`src/rtl/systime_counter_pkg.sv`:
```
// Shared widths and helpers for the system time base.
//   SYSTIME_W : width of the free-running time count
//   DRIFT_W   : width of the signed drift trim and of the phase accumulator
//   drift_inc : per-cycle increment (0, 1 or 2) from the trim sign and accumulator carry
package systime_counter_pkg;

  localparam int SYSTIME_W = 64;
  localparam int DRIFT_W   = 32;

  // inc = 1 + c. A positive trim adds a count on carry-out. A negative trim
  // (added as its unsigned two's-complement image) drops a count when the
  // add does NOT carry, because that is a borrow.
  function automatic logic [1:0] drift_inc(input logic neg, input logic carry);
    logic [1:0] inc;
    if (neg) inc = carry ? 2'd1 : 2'd0;
    else     inc = carry ? 2'd2 : 2'd1;
    return inc;
  endfunction

endpackage

```
`src/rtl/systime_sync_gen.sv`:
```
// Master-mode timesync strobe generator.
//   clk, rst   : system clock, asynchronous active-high reset
//   master_en  : 1 = period counter runs and strobes are generated
//   pulse_out  : toggles each time the period counter wraps
//   latch_out  : high for LATCH_LEN cycles starting LATCH_DELAY cycles after a toggle
// Counter, pulse and latch are all flops. Timing depends only on clk cycles,
// never on the time value.
module systime_sync_gen #(
  parameter int SYNC_PERIOD = 1000000,
  parameter int LATCH_DELAY = 16,
  parameter int LATCH_LEN   = 8
) (
  input  logic clk,
  input  logic rst,
  input  logic master_en,
  output logic pulse_out,
  output logic latch_out
);

  localparam int CNT_W = (SYNC_PERIOD > 2) ? $clog2(SYNC_PERIOD) : 1;
  localparam logic [CNT_W-1:0] CNT_LAST = CNT_W'(SYNC_PERIOD - 1);
  localparam logic [CNT_W-1:0] LAT_LO   = CNT_W'(LATCH_DELAY);
  localparam logic [CNT_W-1:0] LAT_HI   = CNT_W'(LATCH_DELAY + LATCH_LEN - 1);

  logic [CNT_W-1:0] cnt;
  logic [CNT_W-1:0] cnt_next;
  logic             armed;
  logic             armed_next;
  logic             wrap;

  // armed marks that at least one toggle has happened since counting
  // (re)started. Before the first toggle there is nothing for the latch
  // strobe to follow, so it stays low.
  always_comb begin
    wrap       = (cnt == CNT_LAST);
    cnt_next   = wrap ? '0 : cnt + 1'b1;
    armed_next = armed | wrap;
  end

  always_ff @(posedge clk or posedge rst) begin
    if (rst) begin
      cnt       <= '0;
      armed     <= 1'b0;
      pulse_out <= 1'b0;
      latch_out <= 1'b0;
    end else if (!master_en) begin
      // Leaving master mode: restart the period, drop latch, hold pulse level.
      cnt       <= '0;
      armed     <= 1'b0;
      latch_out <= 1'b0;
    end else begin
      cnt       <= cnt_next;
      armed     <= armed_next;
      if (wrap) pulse_out <= ~pulse_out;
      // latch_out registered against the count it will sit beside.
      latch_out <= armed_next && (cnt_next >= LAT_LO) && (cnt_next <= LAT_HI);
    end
  end

endmodule

```
`src/rtl/systime_counter.sv`:
```
// Free-running 64-bit system time base with drift trim and load.
//   clk, rst           : system clock, asynchronous active-high reset
//   time_load          : value loaded into the count (system.time_out)
//   time_load_en       : one-cycle load strobe; load beats increment
//   drift_rate         : signed trim in 2^-32 counts per cycle
//   master_en          : enables the timesync strobe generator
//   time_now           : current time (system.time_in), registered
//   systime            : low word of time_now
//   timesync_pulse_out : toggles once per SYNC_PERIOD in master mode
//   timesync_latch_out : LATCH_LEN-cycle strobe, LATCH_DELAY after each toggle
// Load latency is exactly one cycle; the downstream block relies on that.
module systime_counter
  import systime_counter_pkg::*;
#(
  parameter int SYNC_PERIOD = 1000000,
  parameter int LATCH_DELAY = 16,
  parameter int LATCH_LEN   = 8
) (
  input  logic                 clk,
  input  logic                 rst,
  input  logic [SYSTIME_W-1:0] time_load,
  input  logic                 time_load_en,
  input  logic [DRIFT_W-1:0]   drift_rate,
  input  logic                 master_en,
  output logic [SYSTIME_W-1:0] time_now,
  output logic [31:0]          systime,
  output logic                 timesync_pulse_out,
  output logic                 timesync_latch_out
);

  logic [DRIFT_W-1:0]   acc;
  logic [DRIFT_W:0]     acc_sum;
  logic [1:0]           inc;
  logic [SYSTIME_W-1:0] time_next;

  // The phase accumulator keeps running through loads so trim phase is
  // never lost when software re-syncs the time value.
  always_comb begin
    acc_sum   = {1'b0, acc} + {1'b0, drift_rate};
    inc       = drift_inc(drift_rate[DRIFT_W-1], acc_sum[DRIFT_W]);
    time_next = time_load_en ? time_load
                             : time_now + {{(SYSTIME_W-2){1'b0}}, inc};
  end

  always_ff @(posedge clk or posedge rst) begin
    if (rst) begin
      acc      <= '0;
      time_now <= '0;
    end else begin
      acc      <= acc_sum[DRIFT_W-1:0];
      time_now <= time_next;
    end
  end

  assign systime = time_now[31:0];

  systime_sync_gen #(
    .SYNC_PERIOD (SYNC_PERIOD),
    .LATCH_DELAY (LATCH_DELAY),
    .LATCH_LEN   (LATCH_LEN)
  ) u_sync_gen (
    .clk       (clk),
    .rst       (rst),
    .master_en (master_en),
    .pulse_out (timesync_pulse_out),
    .latch_out (timesync_latch_out)
  );

endmodule

```
`config.mk`:
```
export PLATFORM = sky130hd
export DESIGN_NAME = systime_counter
export DESIGN_NICKNAME = d
export VERILOG_FILES = /design/src/rtl/systime_counter_pkg.sv /design/src/rtl/systime_sync_gen.sv /design/src/rtl/systime_counter.sv
export SDC_FILE = /design/constraint.sdc
export NUM_CORES = 1
export LEC_CHECK = 0
export ABC_AREA = 1
export ABC_CLOCK_PERIOD_IN_PS = 4200
export BUFFER_PORTS_ARGS = -buffer_cell sky130_fd_sc_hd__buf_2
export CORE_MARGIN = 3
export CORE_UTILIZATION = 25
export CTS_CLUSTER_DIAMETER = 80
export DETAILED_ROUTE_END_ITERATION = 16
export MAX_ROUTING_LAYER = met4
export PLACE_DENSITY = 0.54
export SYNTH_ARGS = -nofsm -noshare
export SYNTH_HDL_FRONTEND = slang
export SYNTH_SLANG_ARGS = --single-unit
```
`constraint.sdc`:
```
create_clock -name clk -period 4.2 [get_ports clk]
set_clock_uncertainty 0.1 [all_clocks]
set_input_delay 0.42 -clock clk [delete_from_list [all_inputs] [get_ports clk]]
set_output_delay 0.42 -clock clk [all_outputs]
set_load 0.02 [all_outputs]
```
==> flow_summary.json <==
{
  "clock_path_buffers": 2,
  "start_util_pct": 25.6,
  "cp.buffers_inverters": 2,
  "grt_start_max_net_pins": 86,
  "powerDensity_nw_per_um2": 498,
  "max_slew_margin_pct": 34.7,
  "gr-total-overflow": 0,
  "hp-class": "input port to async pin",
  "core_region_area_um2": 33700,
  "fp.dieW_um": 192,
  "fin_cells": 1873,
  "ioPinCount": 198,
  "rr_worst_depth": 25,
  "synth.top_cells.by_area": "dfrtp_1 (35%), nand2_1 (15%), nor2_1 (6.9%), inv_1 (5.7%), xor2_1 (5.3%)",
  "synth_common_cells": "nand2_1 (349), nor2_1 (159), inv_1 (131)",
  "row_count": 67,
  "die_y_um": 192,
  "dpl-instance-area_um2": 10100,
  "clock.fmax_ghz": 0.254,
  "period_share_pct": 93.9,
  "netlist_area_um2": 8610,
  "crit_required_ns": 4.47,
  "endpoint_kind": "flop",
  "hpwl_mm": 25.7,
  "grt_use_met2_pct": 26.3,
  "post-route-util_pct": 31.8,
  "gp_congestion": 0.919,
  "place_inst": 1843,
  "clk_latency_ns": 0.44,
  "grt_pass1_wl_mm": 48.0,
  "worstReg2RegEnd": "time_now[50]",
  "fin_hold_ws_ns": 0.00109,
  "ant_nets": 0,
  "dr.pass1.iters": 5,
  "cp_max_fo": 4,
  "synth_top_cell_area_share_pct": 34.6,
  "synthFlopType": "dfrtp_1",
  "startpoint_type": "flop",
  "r2r_setup_slack_ns": 0.26,
  "cts_made_buffers": 17,
  "grt_antenna_before_repair": 0,
  "outcome": "complete, no violations",
  "htree_num_levels": 4,
  "setup_violations": 0,
  "grtUsageMet3_pct": 3.14,
  "synth_most_common_cell": "nand2_1",
  "synthCells": 1215,
  "crit_path_start": "acc[0]",
  "num-fill-cells": 3770,
  "grt_pass1_vias": 8344,
  "dieArea_um2": 36700,
  "crit_end": "time_now[50]",
  "drt_iter0_drc": 455,
  "numPortBuffers": 197,
  "areaGrowthSynthToFinish_pct": 24.5,
  "critPathKind": "flop to flop",
  "tightest_slew_ns": 0.974,
  "cap_viol_max_count": 0,
  "via_count": 8654,
  "post_drt_wl_per_cell_um": 16.9,
  "cts_root_buf": "clkbuf_16",
  "critical-path-max-stage-delay_ns": 0.37,
  "drc": 0,
  "timing.final.ws_setup_ns": 0.257,
  "busiest_layer": "met2",
  "worstSetupPathDepth": 25,
  "finalMaxSlewViolations": 0,
  "leakage_nw": 5.26,
  "synth_edf_count": 0,
  "synth_top_area_cell": "dfrtp_1",
  "multiInputGateArea_um2": 4910,
  "post-place-ws_ns": -0.141,
  "fin_nets": 1552,
  "grt.met1_usage_pct": 24.4,
  "rr_startpoint": "acc[0]",
  "ir_drop_v": 0.000241,
  "regArea_um2": 2980,
  "timing.final.hold_violations": 0,
  "grt_usage_pct": 17.6,
  "avgSynthCellArea_um2": 7.09,
  "clock-sinks": 119,
  "seq_area_frac_synth_pct": 34.6,
  "path_delay_family": "simple AND/OR/NAND/NOR gates",
  "finalPower_mw": 5.34,
  "totalWireLength_mm": 31.6,
  "postLayoutCellArea_um2": 10700,
  "clkTransAtPathRegs_ns": 0.05,
  "synth_fp_nets": 1353,
  "ys.warnings.count": 0,
  "period_needed_ns": 3.94,
  "drive_gt1_share_pct": 21.4,
  "async_reset_ff_share_pct": 100,
  "cts_hold_buf": 0,
  "synth-seq-cells": 119,
  "cpMaxStageDelayCell": "dfrtp_1",
  "setup_tns_ns": 0,
  "arrival_ns": 4.21,
  "cts_tree": "done",
  "vias_per_cell": 4.62,
  "yosysUniqueCellTypes": 43
}
worst reg2reg max path, cell delays in order (launching register included):
cell and delay [ns]:
dfrtp_1 0.37, ha_2 0.19, fa_2 0.34, nand3_1 0.08, nand2_1 0.09, a21oi_2 0.19
o21ai_2 0.08, nand3_1 0.07, nand2_1 0.09, nand2_1 0.08, nand3_1 0.08, ha_1 0.28
ha_1 0.16, inv_1 0.06, fa_2 0.34, inv_1 0.08, nand2_2 0.07, nor2_4 0.16
nand3_2 0.11, nor2_4 0.20, nand2_2 0.09, nor3_4 0.23, nand3_1 0.10, nand2_1 0.09
nand3_1 0.07, nand2_1 0.10
timing repair:
item / in CTS / in global routing
gates resized for setup: 0 / 18
endpoints found under the setup margin: 0 / 19
buffers inserted: 0 / 0
area by class of cell:
cell class | count | area share, %
clock inverters | 3 | 0.140
flip-flops and latches | 119 | 27.8
repair buffers | 228 | 11.5
multi-input cells | 916 | 45.8
inverters | 132 | 4.64
clock buffers | 26 | 4.94
well taps | 448 | 5.23
diodes | 1 | 0.0233
kinds of logic (layout without fill, tap and decap cells):
kind of cell / Yosys count / count (layout) / share of synthesized area [%]
XOR/XNOR: 85 / 85 / 8.65
adder cells (fa/ha/maj): 38 / 38 / 5.70
AO/OA/AOI/OAI: 124 / 124 / 7.95
AND/OR/NAND/NOR: 669 / 669 / 33.8
buffers and inverters: 180 / 389 / 9.28
other: 0 / 1 / 0
flip-flops: 119 / 119 / 34.6
sequential cells by signal, summed over array words and instances (netlist names):
name                  cells
time_now                 64
acc                      32
u_sync_gen.cnt           20
u_sync_gen.armed          1
u_sync_gen.latch_out      1
u_sync_gen.pulse_out      1
worst min-delay path by stage:
stage | from | end | depth (start not counted)
finish | rst | acc[0] | 2
CTS | rst | u_sync_gen.cnt[16] | 2
floorplan | acc[0] | acc[0] | 1
detailed placement | acc[0] | acc[0] | 1
global placement | acc[0] | acc[0] | 1
global route | rst | u_sync_gen.pulse_out | 2
layer usage:
layer / part of all wire [%] / up-vias
met4: 2.3 / 0
met3: 5.6 / 47
met2: 44 / 251
met1: 48 / 4081
li1: - / 4275
met5: 0 / -
layout by cell type (no fill, tap or decap), types with 3 or more instances in the layout:
master     instances
inv_1            130
nor2_1           159
nor3_4             3
or2_2              4
xnor2_1           33
nand2_1          347
a21oi_2            5
ha_1              33
o21ai_0           43
nor4_1             8
nand4_1           37
xor2_1            52
nand3_1           55
nor2_4             4
nor2_2             5
buf_2            197
a21oi_1           41
clkinv_2           3
nor3_1            23
a31oi_1            8
nor3_2             5
o21bai_1           5
o21a_1             3
a21o_1             4
o21ai_1            8
nand3_2            3
clkbuf_8           7
dfrtp_1          119
nand2_2            7
clkbuf_16         17
buf_4             30
power breakdown:
| group | internal, mW | switching, mW | leakage, nW |
|---|---|---|---|
| sequential | 1.40 | 0.193 | 1.46 |
| clock | 0.851 | 0.546 | 0.274 |
| combinational | 0.908 | 1.45 | 3.52 |
| total | 3.16 | 2.18 | 5.26 |
(Power assumes the default switching activity.)
